===== src/rtl/smc_pwm_core_if.sv =====
// rtl/smc_pwm_core_if.sv - Q-bus register slave interface
interface smc_pwm_core_if;
  logic        QSEL;
  logic        QWRITE;
  logic [6:0]  QADDR;
  logic [15:0] QDATAIN;
  logic [15:0] QDATAOUT;

  modport master (
    output QSEL, QWRITE, QADDR, QDATAIN,
    input  QDATAOUT
  );

  modport slave (
    input  QSEL, QWRITE, QADDR, QDATAIN,
    output QDATAOUT
  );
endinterface


===== src/rtl/smc_pwm_core.sv =====
// rtl/smc_pwm_core.sv - sign-magnitude PWM engine with Q-bus register slave
module smc_pwm_core #(
  parameter int N_CH  = 12,
  parameter int PER_W = 11
) (
  input  logic            QCLK,
  input  logic            QRESET,
  smc_pwm_core_if.slave   qbus,
  output logic [N_CH-1:0] MNP,
  output logic [N_CH-1:0] MNM
);

  logic [3:0]       mcctl;
  logic             en;
  logic             centre;
  logic [1:0]       pre;
  logic [PER_W-1:0] per_sh;
  logic [PER_W-1:0] per_act;
  logic [PER_W-1:0] per_last;
  logic [PER_W-1:0] cnt;
  logic [1:0]       mode     [N_CH];
  logic [PER_W-1:0] duty_sh  [N_CH];
  logic [PER_W-1:0] duty_act [N_CH];
  logic [PER_W-1:0] thr      [N_CH];
  logic [N_CH-1:0]  sign_sh;
  logic [N_CH-1:0]  sign_act;
  logic [N_CH-1:0]  act;
  logic [2:0]       pre_cnt;
  logic [2:0]       pre_term;
  logic             tick;
  logic             dir;
  logic             loaded;
  logic             boundary;
  logic             load_now;
  logic             run;

  logic             wr_en;
  logic             idx_ok;
  logic             hit_ctl;
  logic             hit_per;
  logic             hit_cc;
  logic             hit_dc;
  logic [3:0]       idx;
  logic [15:0]      rdata;
  logic             unused_bits;

  assign en       = mcctl[0];
  assign pre      = mcctl[2:1];
  assign centre   = mcctl[3];
  assign per_last = per_act - PER_W'(1);

  // Address decode: channel registers only exist on even addresses below N_CH
  assign wr_en       = qbus.QSEL & qbus.QWRITE;
  assign idx         = qbus.QADDR[4:1];
  assign idx_ok      = ({28'd0, idx} < 32'(N_CH)) & ~qbus.QADDR[0];
  assign hit_ctl     = (qbus.QADDR == 7'h00);
  assign hit_per     = (qbus.QADDR == 7'h02);
  assign hit_cc      = (qbus.QADDR[6:5] == 2'b01) & idx_ok;
  assign hit_dc      = (qbus.QADDR[6:5] == 2'b10) & idx_ok;
  assign unused_bits = ^qbus.QDATAIN;

  // Combinational read-back of the addressed register, zero when not reading
  always_comb begin
    rdata = '0;
    if (qbus.QSEL && !qbus.QWRITE) begin
      if (hit_ctl) rdata[3:0] = mcctl;
      if (hit_per) rdata[PER_W-1:0] = per_sh;
      for (int i = 0; i < N_CH; i++) begin
        if (idx == 4'(i)) begin
          if (hit_cc) rdata[1:0] = mode[i];
          if (hit_dc) begin
            rdata[15]          = sign_sh[i];
            rdata[PER_W-1:0]   = duty_sh[i];
          end
        end
      end
    end
  end

  assign qbus.QDATAOUT = rdata;

  // Register file: control/mode act directly, period/duty land in shadows
  always_ff @(posedge QCLK or posedge QRESET) begin
    if (QRESET) begin
      mcctl   <= '0;
      per_sh  <= '0;
      sign_sh <= '0;
      for (int i = 0; i < N_CH; i++) begin
        mode[i]    <= '0;
        duty_sh[i] <= '0;
      end
    end else if (wr_en) begin
      if (hit_ctl) mcctl <= qbus.QDATAIN[3:0];
      if (hit_per) per_sh <= qbus.QDATAIN[PER_W-1:0];
      for (int i = 0; i < N_CH; i++) begin
        if (idx == 4'(i)) begin
          if (hit_cc) mode[i] <= qbus.QDATAIN[1:0];
          if (hit_dc) begin
            duty_sh[i] <= qbus.QDATAIN[PER_W-1:0];
            sign_sh[i] <= qbus.QDATAIN[15];
          end
        end
      end
    end
  end

  // Prescaler terminal count: one tick every 1/2/4/8 clocks
  always_comb begin
    case (pre)
      2'd0:    pre_term = 3'd0;
      2'd1:    pre_term = 3'd1;
      2'd2:    pre_term = 3'd3;
      default: pre_term = 3'd7;
    endcase
  end

  assign tick = en && (pre_cnt == pre_term);

  // Prescaler runs only while enabled and restarts from zero on enable
  always_ff @(posedge QCLK or posedge QRESET) begin
    if (QRESET)      pre_cnt <= '0;
    else if (!en)    pre_cnt <= '0;
    else if (tick)   pre_cnt <= '0;
    else             pre_cnt <= pre_cnt + 3'd1;
  end

  // A period ends on a wrap (edge mode) or when the down-count leaves zero (centre mode)
  assign boundary = centre ? (dir && (cnt == '0)) : (cnt >= per_last);
  assign load_now = !loaded || (per_act == '0) || boundary;

  // Period counter and active copies; shadows are sampled only at load ticks
  always_ff @(posedge QCLK or posedge QRESET) begin
    if (QRESET) begin
      cnt      <= '0;
      dir      <= 1'b0;
      loaded   <= 1'b0;
      per_act  <= '0;
      sign_act <= '0;
      for (int i = 0; i < N_CH; i++) duty_act[i] <= '0;
    end else if (!en) begin
      cnt    <= '0;
      dir    <= 1'b0;
      loaded <= 1'b0;
    end else if (tick) begin
      if (load_now) begin
        cnt      <= '0;
        dir      <= 1'b0;
        loaded   <= 1'b1;
        per_act  <= per_sh;
        sign_act <= sign_sh;
        for (int i = 0; i < N_CH; i++) duty_act[i] <= duty_sh[i];
      end else if (!centre) begin
        cnt <= cnt + PER_W'(1);
        dir <= 1'b0;
      end else if (!dir) begin
        // Top value is held for two ticks so the pulse stays symmetric
        if (cnt >= per_last) dir <= 1'b1;
        else                 cnt <= cnt + PER_W'(1);
      end else begin
        cnt <= cnt - PER_W'(1);
      end
    end
  end

  assign run = en && loaded && (per_act != '0);

  // Per-channel compare against the active duty; right-aligned threshold clamps at 0
  always_comb begin
    for (int i = 0; i < N_CH; i++) begin
      thr[i] = (duty_act[i] >= per_act) ? '0 : per_act - duty_act[i];
      act[i] = 1'b0;
      case (mode[i])
        2'b01:   act[i] = (cnt < duty_act[i]);
        2'b10:   act[i] = centre ? (cnt < duty_act[i]) : (cnt >= thr[i]);
        default: act[i] = 1'b0;
      endcase
    end
  end

  // Registered pin drive; sign steers the pulse to exactly one side of the bridge
  always_ff @(posedge QCLK or posedge QRESET) begin
    if (QRESET) begin
      MNP <= '0;
      MNM <= '0;
    end else begin
      MNP <= run ? (act & ~sign_act) : '0;
      MNM <= run ? (act & sign_act) : '0;
    end
  end

endmodule


===== src/flat_wrapper.sv =====
// flat-port wrapper written by rule: the top's interface ports become plain ports
module smc_pwm_core_flat 
#(
  parameter int N_CH  = 12,
  parameter int PER_W = 11
)
  (QCLK, QRESET, MNP, MNM, qbus_QSEL, qbus_QWRITE, qbus_QADDR, qbus_QDATAIN, qbus_QDATAOUT);
  smc_pwm_core_if qbus_i ();
  input  logic QCLK;
  input  logic QRESET;
  output logic [N_CH-1:0] MNP;
  output logic [N_CH-1:0] MNM;
  input wire logic [$bits(qbus_i.QSEL)-1:0] qbus_QSEL;
  input wire logic [$bits(qbus_i.QWRITE)-1:0] qbus_QWRITE;
  input wire logic [$bits(qbus_i.QADDR)-1:0] qbus_QADDR;
  input wire logic [$bits(qbus_i.QDATAIN)-1:0] qbus_QDATAIN;
  output wire logic [$bits(qbus_i.QDATAOUT)-1:0] qbus_QDATAOUT;
  assign qbus_i.QSEL = qbus_QSEL;
  assign qbus_i.QWRITE = qbus_QWRITE;
  assign qbus_i.QADDR = qbus_QADDR;
  assign qbus_i.QDATAIN = qbus_QDATAIN;
  assign qbus_QDATAOUT = qbus_i.QDATAOUT;
  smc_pwm_core #(.N_CH(N_CH), .PER_W(PER_W)) u_core (.QCLK(QCLK), .QRESET(QRESET), .qbus(qbus_i), .MNP(MNP), .MNM(MNM));
endmodule

===== config.mk =====
export PLATFORM = sky130hd
export DESIGN_NAME = smc_pwm_core_flat
export DESIGN_NICKNAME = d
export VERILOG_FILES = /design/src/rtl/smc_pwm_core_if.sv /design/src/rtl/smc_pwm_core.sv /design/src/flat_wrapper.sv
export SDC_FILE = /design/constraint.sdc
export NUM_CORES = 1
export LEC_CHECK = 0
export ABC_AREA = 1
export CORE_MARGIN = 2
export CORE_UTILIZATION = 60
export CTS_BUF_LIST = sky130_fd_sc_hd__clkbuf_16
export DETAILED_ROUTE_END_ITERATION = 16
export PLACE_DENSITY = 0.87
export SYNTH_ARGS = -nofsm -noshare
export SYNTH_HDL_FRONTEND = slang
export SYNTH_SLANG_ARGS = --single-unit

===== constraint.sdc =====
create_clock -name QCLK -period 14.1 [get_ports QCLK]
set_clock_uncertainty 0.05 [all_clocks]
set_input_delay 2.115 -clock QCLK [delete_from_list [all_inputs] [get_ports QCLK]]
set_output_delay 2.115 -clock QCLK [all_outputs]
set_load 0.005 [all_outputs]

# ---- After elaboration in Yosys (flattened, before gate mapping)
# Cells that the tools add are included.
dict set report word_totals {
  regBits 378
  output_inout_bits 40
  word_cells 335
}
dict set report op_classes {
  addsub 16
  n_lt_le_gt_ge 38
  eq_ne 44
  muxes 127
  bitwise_logic 8
  reduce_logical 44
}
# cell n
set ops {}
lappend ops {{11-bit 2-to-1 mux} 47}
lappend ops {{11-bit greater-or-equal comparator} 25}
lappend ops {{11-bit less-than comparator} 12}
lappend ops {{11-bit subtractor} 12}
lappend ops {{3-bit AND reduction} 25}
lappend ops {{1-bit 2-to-1 mux} 50}
lappend ops {{2-bit by 1-bit equality test with 1-bit output (second input constant)} 14}
lappend ops {{2-bit equality test (second input constant)} 14}
lappend ops {{12-bit bitwise AND} 2}
lappend ops {{12-bit 2-to-1 mux} 2}
lappend ops {{2-bit 2-to-1 mux} 12}
lappend ops {{1-bit case mux with 2 select lines} 12}
lappend ops {{11-bit logical NOT} 2}
lappend ops {{11-bit by 1-bit subtractor with 11-bit output (second input constant)} 2}
lappend ops {{4-bit by 3-bit equality test with 1-bit output (second input constant)} 4}
lappend ops {{4-bit equality test (second input constant)} 4}
lappend ops {{12-bit NOT} 1}
lappend ops {{11-bit by 1-bit adder with 11-bit output (second input constant)} 1}
lappend ops {{11-bit nonzero test} 1}
lappend ops {{3-bit case mux with 3 select lines} 1}
lappend ops {{4-bit by 2-bit equality test with 1-bit output (second input constant)} 2}
lappend ops {{2-bit AND reduction} 4}
lappend ops {{7-bit by 2-bit equality test with 1-bit output (second input constant)} 1}
lappend ops {{7-bit logical NOT} 1}
lappend ops {{other kinds (15)} 26}

# ---- Depth between registers and ports, before layout
# Gate-level depths: netlist (run 1).
dict set report depth {
  ltp_word 43
  ltp_mapped 47
}

# ---- Worst setup path after synthesis (run 1)
# OpenSTA, ideal clock, no wires.
dict set report synth_path {
  kind {input-to-output}
  from {input port qbus_QADDR[2]}
  to {output port qbus_QDATAOUT[1]}
  arrival_ns 4.657
  required_ns 11.935
  path_slack_ns 7.278
  path_stages 47
  n_path_buf 0
  path_cell_list {inv_1 -> nand2_2 -> nor2_2 -> nand2_2 -> nor2_1 -> nor2_1 -> nand2_1 -> nand2_1 -> nand2_1 -> nand2_1 -> nand2_1 -> nand2_1 -> nand2_1 -> nand2_1 -> nand2_1 -> nand2_1 -> nand2_1 -> nand2_1 -> [11 not listed] -> nand2_1 -> nand2_1 -> nand2_1 -> nand2_1 -> nand2_1 -> nand2_1 -> nand2_1 -> nand2_1 -> nand2_1 -> nand2_1 -> nand2_1 -> nand2_1 -> nand2_1 -> nand2_1 -> nand2_1 -> nand2_1 -> nand2_1 -> a21oi_2}
}
dict set report synth_between {
  elab_chain_len 43
  elab_cells_between_ends 60
  classes_between {1 x order compare; 12 x eq/ne; 42 x mux; 3 x bitwise; 2 x reduce/logical}
}
# element line
set synth_lines {}
lappend synth_lines {{from (decl)} flat_wrapper.sv:15} ;# input wire logic [$bits(qbus_i.QADDR)-1:0] qbus_QADDR;
lappend synth_lines {{4-bit less-than comparator / 7-bit logical NOT (equally long branches)} {smc_pwm_core.sv:55, smc_pwm_core.sv:56}}
lappend synth_lines {{1-bit bitwise AND / 4-bit 2-to-1 mux (equally long branches)} {smc_pwm_core.sv:55, smc_pwm_core.sv:66}}
lappend synth_lines {{1-bit bitwise AND / 11-bit 2-to-1 mux (equally long branches)} {smc_pwm_core.sv:58, smc_pwm_core.sv:67}}
lappend synth_lines {{2-bit 2-to-1 mux} smc_pwm_core.sv:70} ;# if (hit_cc) rdata[1:0] = mode[i];
lappend synth_lines {{11-bit 2-to-1 mux} smc_pwm_core.sv:71} ;# if (hit_dc) begin
lappend synth_lines {{11-bit 2-to-1 mux} smc_pwm_core.sv:69} ;# if (idx == 4'(i)) begin
lappend synth_lines {{2-bit 2-to-1 mux} smc_pwm_core.sv:70}
lappend synth_lines {{11-bit 2-to-1 mux} smc_pwm_core.sv:71}
lappend synth_lines {{[27 not listed]} -}
lappend synth_lines {{11-bit 2-to-1 mux} smc_pwm_core.sv:69}
lappend synth_lines {{2-bit 2-to-1 mux} smc_pwm_core.sv:70}
lappend synth_lines {{11-bit 2-to-1 mux} smc_pwm_core.sv:71}
lappend synth_lines {{11-bit 2-to-1 mux} smc_pwm_core.sv:69}
lappend synth_lines {{2-bit 2-to-1 mux} smc_pwm_core.sv:70}
lappend synth_lines {{11-bit 2-to-1 mux} smc_pwm_core.sv:71}
lappend synth_lines {{11-bit 2-to-1 mux (*)} smc_pwm_core.sv:69}
lappend synth_lines {{11-bit 2-to-1 mux (*)} smc_pwm_core.sv:65} ;# if (qbus.QSEL && !qbus.QWRITE) begin
lappend synth_lines {{to (decl)} flat_wrapper.sv:17} ;# output wire logic [$bits(qbus_i.QDATAOUT)-1:0] qbus_QDATAOUT;
# Mark *: on every way between the ends. The rest lies on a longest branch, timed or not. The select of a mux whose other input is x is not followed.

# ---- Final worst setup path (run 1)
dict set report layout_path {
  from {input port qbus_QADDR[4]}
  to {output port qbus_QDATAOUT[0]}
}
# Same word-level chain as after synthesis.

==> results of run 1 <==
## through the flow
stage / hold WS (ns) / setup slack (ns) / cells
after global placement: 0.3576 / 4.959 / 4258
after CTS: 0.3809 / 4.829 / 4328
after detailed placement: 0.3605 / 4.867 / 4258
after global routing: 0.3917 / 4.150 / 4328
final: 0.3755 / 4.609 / 4329
after floorplan: 0.3517 / 1.434 / 3666
## how the worst max path moves through the flow
stage / depth (start not counted) / to / startpoint / slack, ns
6_report: 25 / qbus_QDATAOUT[0] / qbus_QADDR[4] / 4.61
5_1_grt: 48 / qbus_QDATAOUT[1] / qbus_QADDR[5] / 4.15
4_1_cts: 25 / qbus_QDATAOUT[0] / qbus_QADDR[4] / 4.83
3_5_place_dp: 25 / qbus_QDATAOUT[0] / qbus_QADDR[4] / 4.87
3_3_place_gp: 48 / qbus_QDATAOUT[1] / qbus_QADDR[5] / 4.96
2_1_floorplan: 1 / u_core.MNM[0] / QRESET / 1.43
## critical path, delay by kind of cell
kind                   cells  cell delay (ns)
AND/OR/NAND/NOR            9             1.72
buffers and inverters      4             1.79
AO/OA/AOI/OAI             12             1.68
## sequential cells by signal, summed over array words and instances, names as in the netlist
name	count
u_core.sign_act	12
u_core.per_act	11
u_core.MNM	12
u_core.mode	24
u_core.sign_sh	12
u_core.loaded	1
u_core.cnt	11
u_core.per_sh	11
u_core.mcctl	4
u_core.duty_act	132
u_core.MNP	12
u_core.dir	1
u_core.pre_cnt	3
u_core.duty_sh	132
## layout by cell type, fill, tap and decap left out, drive strengths merged, types with 33 or more instances in the layout
cell type and n:
nand2 685, clkdlybuf4s50 58, nor2 345, inv 483
dfrtp 378, nand3 93, o21a 41, ha 423
nand4 33, clkbuf 42, o21ai 462, a21oi 322
o211ai 34, or2 33
## cell families after synthesis
family                     Yosys count  synth area share, %
buffers and inverters              589                7.966
other                                1              0.01333
xor gates and xnor gates            16               0.4981
AOI/OAI and AO/OA                 1003                19.92
muxes                               10               0.4003
and+or+nand+nor                   1231                17.91
DFF                                378                33.63
adders and majority gates          435                19.67
## cell type report
class	count	area [µm²]
clock inverter	28	387.9
tap	607	759.5
antenna	1	2.502
clock buffer	42	1051
fill	3708	15700
inverter	484	1824
multi-input combinational	2699	16450
timing repair buffer	90	820.8
sequential	378	9459
## metal layers
| metal | track usage [%] | vias up | routed length [µm] |
|---|---|---|---|
| li1 | - | 12420 | - |
| met1 | 46.05 | 12340 | 33330 |
| met2 | 55.90 | 1338 | 37900 |
| met3 | 7.546 | 327 | 9177 |
| met4 | 17.93 | 2 | 4703 |
| met5 | 0 | - | 8 |
## power breakdown
part / switching, mW / internal (mW) / leakage, nW / total [mW]
combinational: 1.59 / 0.950 / 9.64 / 2.54
clock: 0.472 / 0.707 / 0.708 / 1.18
sequential: 0.111 / 1.23 / 5.08 / 1.34
==> flow_summary_export.csv, run 1 <==
group,metric,value,unit
flow_run,max-cap-violations,0,
worst_setup_path,crit_top_cell,"nand2_1",
clock_network,htree_levels,2,
layout,final_nets,4155,
worst_setup_path,crit_fanout,35,
sta,tightestPinTransition,1.236,ns
floorplanning,core,46460,µm²
route,via_per_inst,6.104,
yosys,yosysUniqueCellTypes,51,
route,dr_total_vias,26430,
pwr,power,5.061,mW
worst_setup_path,timing.rr.end,"u_core.duty_act[110]",
layout,layout-drive-gt1-share,4.219,%
clock_network,cts.sinks,378,
worst_setup_path,crit_type,"in2out",
yosys,yosysSeqAreaShare,33.63,%
yosys,synth_edf_count,0,
route,wire_per_inst,19.66,µm
grt,antenna_found_initial,2,
min_path,whs_path_depth,1,
grt,grtUsageTotal,35.38,%
status,status,"complete, no violations",
floorplanning,fp-row-count,79,
grt,overflow,0,
floorplanning,die_h,220.5,µm
yosys,async_flop_share,100.0,%
clock_network,cts_tree,"built",
sta,fmax,105.4,MHz
worst_setup_path,regToRegSetupSlack,7.72,ns
placed_design,place_area,29320,µm²
placed_design,post-dp-hpwl,60190,µm
sta,rsz0062_at_grt,"no",
clock_network,cts-root-buf,"clkbuf_16",
pwr,ir_drop,0.1280,mV
min_path,min-delay-start,"u_core.sign_act[7]",
clock_network,path_clk_slew,0.06,ns
sta,hold_viol_final,0,
route,drt-initial-drc-count,2717,
floorplanning,die_w,220.5,µm
sta,period_share,67.31,%
floorplanning,start_util,60.55,%
worst_setup_path,worst_ep_arrival_time,7.33,ns
yosys,synth.area.top_cells,"dfrtp_1 34%, ha_1 19%, nand2_1 9.1%",
worst_setup_path,critPathSlowestCell,"nor2_1",
route,ant_nets,0,
clock_network,cts_setup_buffers,0,
grt,grt_pass1_wl,132800,µm
layout,finalInstanceArea,30760,µm²
floorplanning,die_area,48630,µm²
clock_network,cts.path.max_buffers,3,
worst_setup_path,cp-end-kind,"primary output",
worst_setup_path,worstRegToRegCells,21,
yosys,ys_top_cells_by_count,"680 x nand2_1, 470 x inv_1, 462 x o21ai_0",
worst_setup_path,required,11.94,ns
grt,grt_max_degree,117,
yosys,syn_area,28130,µm²
layout,syn2layout_area_growth,9.345,%
yosys,synth_seq_cells,378,
pwr,p_leak,15.42,nW
route,postRouteWirelength,85120,µm
yosys,synth_ff_type,"dfrtp_1",
route,drtPass1Iterations,6,
clock_network,hold_buffers,0,
route,drc,0,
sta,period_needed,9.491,ns
min_path,min_to,"u_core.MNP[7]",
clock_network,numCtsBuffers,40,
yosys,syn-instance-count,3663,
grt,grt_pass1_vias,25100,
layout,fin_util,66.21,%
sta,finalSetupTns,0,ns
yosys,synth_top_area_share,33.63,%
yosys,yosysMostFrequentCell,"nand2_1",
yosys,synth_top_area_cell,"dfrtp_1",
placed_design,io_buffers,58,
clock_network,cts_resized,0,
worst_setup_path,worst_path_largest_cell_delay,0.64,ns
sta,finalMaxSlewViolations,0,
yosys,avgSynthCellArea,7.680,µm²
worst_setup_path,startpoint_type,"input port",
yosys,ys_warn_count,0,
placed_design,gp_congestion,0.9903,
sta,slew_headroom,17.61,%
pwr,p_per_area,164.5,nW/µm²
clock_network,clk_latency,0.59,ns
worst_setup_path,rr_startpoint,"u_core.per_act[1]",
sta,setup_viol,0,
floorplanning,io_pins,67,
min_path,hold_class,"reg2reg",
Power figures use the tool's default switching activity.
==> run 2: changes to the inputs <==
==> constraint.sdc (replaced) <==
create_clock -name QCLK -period 9.32 [get_ports QCLK]
set_clock_uncertainty 0.05 [all_clocks]
set_input_delay 1.398 -clock QCLK [delete_from_list [all_inputs] [get_ports QCLK]]
set_output_delay 1.398 -clock QCLK [all_outputs]
set_load 0.005 [all_outputs]
==> flow_summary_export.csv, run 2 (synthesis results as in run 1) <==
group,metric,value,unit
worst_setup_path,required,7.87,ns
floorplanning,die_w,220.5,µm
clock_network,clk_latency,0.57,ns
layout,final_common_cell,"nand2_1",
placed_design,dp.cells,4260,
sta,setup_viol,0,
route,postRouteWirelength,86510,µm
pwr,p_sw_share,43.81,%
layout,multi_input_area,16460,µm²
sta,tightestPinTransition,1.110,ns
sta,period_needed,7.906,ns
layout,largestRegisters,"u_core.duty_act: 132 flops, u_core.duty_sh: 132 flops, u_core.mode: 24 flops",
route,drt-initial-drc-count,3117,
worst_setup_path,crit_fanout,35,
sta,finalSetupTns,0,ns
layout,fin_cells,4338,
layout,syn2layout_area_growth,9.118,%
pwr,power_switching,3.296,mW
grt,overflow,0,
layout,layout-drive-gt1-share,4.211,%
route,route.met2.wl,38820,µm
placed_design,io_buffers,58,
route,wire_per_inst,19.94,µm
route,ant_nets,0,
floorplanning,fp-row-count,79,
pwr,power_frac_comb,51.5,%
sta,finalMaxSlewViolations,0,
route,top_layer_used,"met4",
grt,grt_pass1_vias,24990,
worst_setup_path,startpoint_type,"input port",
placed_design,gp_congestion,0.9822,
layout,ff_latch_area,9460,µm²
pwr,intPower,4.228,mW
floorplanning,die_h,220.5,µm
clock_network,cts.path.max_buffers,3,
route,dr_total_vias,26690,
min_path,hold_class,"reg2reg",
pwr,p_leak,15.39,nW
pwr,clkPwrFrac,21.7,%
floorplanning,core,46460,µm²
sta,hold_viol_final,0,
sta,rsz0062_at_grt,"no",
worst_setup_path,cp-end-kind,"primary output",
sta,slew_headroom,25.93,%
pwr,p_per_area,245.1,nW/µm²
floorplanning,io_pins,67,
grt,grtUsageTotal,35.71,%
grt,antenna_found_initial,0,
layout,final_nets,4158,
route,via_per_inst,6.153,
worst_setup_path,worst_ep_arrival_time,6.46,ns
clock_network,cts_tree,"built",
worst_setup_path,crit_type,"in2out",
clock_network,numCtsBuffers,41,
flow_run,max-cap-violations,0,
route,drc,0,
route,drtPass1Iterations,8,
clock_network,cts.sinks,378,
clock_network,cts_setup_buffers,0,
clock_network,htree_levels,2,
grt,grt_pass1_wl,133800,µm
floorplanning,die_area,48630,µm²
clock_network,cts_resized,0,
placed_design,post-dp-hpwl,61170,µm
route,dr_wl_met3,8987,µm
route,met1_length,33890,µm
sta,fmax,126.5,MHz
pwr,ir_drop,0.1710,mV
sta,period_share,84.83,%
layout,fillers,3774,
status,status,"complete, no violations",
pwr,seq_power_share,26.8,%
floorplanning,start_util,60.55,%
clock_network,path_clk_slew,0.06,ns
grt,grt_max_degree,183,
layout,layout_common_cells,"679 x nand2_1, 478 x inv_1, 462 x o21ai_0, 423 x ha_1, 377 x dfrtp_1",
clock_network,cts-root-buf,"clkbuf_16",
clock_network,hold_buffers,0,
[run 2: changes by cell type in the layout (fill, tap and decap cells not counted), sizes merged]
| cell | delta |
|---|---|
| bufinv | -6 |
| inv | +6 |
| clkinv | +3 |
| buf | +2 |
| diode | +2 |
| clkbuf | +1 |
| clkinvlp | +1 |
[run 2: worst paths after layout]
| check | from | end | slack (ns) | depth (start not counted) |
|---|---|---|---|---|
| setup / recovery | qbus_QADDR[3] | qbus_QDATAOUT[0] | 1.41 | 25 |
| max in group asynchronous | QRESET | u_core.cnt[5] | 6.34 | 4 |
| hold / removal | u_core.sign_act[3] | u_core.MNP[3] | 0.38 | 1 |
| setup reg to reg | u_core.per_act[1] | u_core.MNM[5] | 3.35 | 29 |
| min in group asynchronous | QRESET | u_core.duty_act[28] | 1.38 | 3 |
| hold reg to reg | u_core.sign_act[3] | u_core.MNP[3] | 0.38 | 1 |
[run 2: per-layer routing]
metal / global-route usage (%) / vias to the layer above
met1: 46.10 / 12500
met2: 56.66 / 1426
met5: 0 / -
met3: 7.876 / 347
met4: 18.13 / 0
li1: - / 12420
[run 2: stage by stage]
stage | setup slack, ns | hold slack, ns | power, mW | area, µm² | utilization (%)
finish | 1.414 | 0.3755 | 7.524 | 30700 | 66.07
global route | 0.8586 | 0.3925 | 8.135 | 30690 | 66.06
CTS | 1.539 | 0.3761 | 7.448 | 30690 | 66.06
detailed placement | 1.614 | 0.3683 | 5.807 | 29370 | 63.23
global placement | 1.539 | 0.3580 | 5.657 | 29370 | 63.23
floorplan | 2.794 | 0.3517 | 4.877 | 28150 | -
[run 2: power by group through the flow]
| stage | combinational (mW) | clock, mW | sequential, mW |
|---|---|---|---|
| 3_5_place_dp | 3.77 | 0 | 2.03 |
| 4_1_cts | 3.81 | 1.63 | 2.01 |
| 5_1_grt | 4.41 | 1.70 | 2.03 |
| 6_report | 3.87 | 1.63 | 2.02 |
| 2_1_floorplan | 2.88 | 0 | 2.00 |
| 3_3_place_gp | 3.63 | 0 | 2.02 |
[run 2: worst max-delay path, cell delays in order]
cell	delay (ns)
clkdlybuf4s50_1	0.46
nand2_1	0.14
nand2_2	0.09
nor2_8	0.37
inv_1	0.45
nor2_1	0.65
inv_1	0.32
o32ai_1	0.18
nor2_1	0.08
nand2_1	0.07
a21oi_1	0.07
o32ai_1	0.11
nand2_1	0.08
o31ai_1	0.09
nand2_1	0.09
o211ai_1	0.09
a22oi_1	0.11
o21ai_0	0.24
nand2_1	0.09
o211ai_1	0.11
a22oi_1	0.11
o21a_1	0.18
o21ai_0	0.21
a21oi_1	0.18
clkdlybuf4s50_1	0.49
[run 2: cell type report]
type / instances / share of cell area [%]
diodes: 3 / 0.02446
clock buffers: 43 / 3.505
clock inverters: 32 / 0.7785
inverters: 484 / 5.931
multi-input cells: 2699 / 53.62
flip-flops and latches: 378 / 30.82
well taps: 607 / 2.474
repair buffers: 92 / 2.845
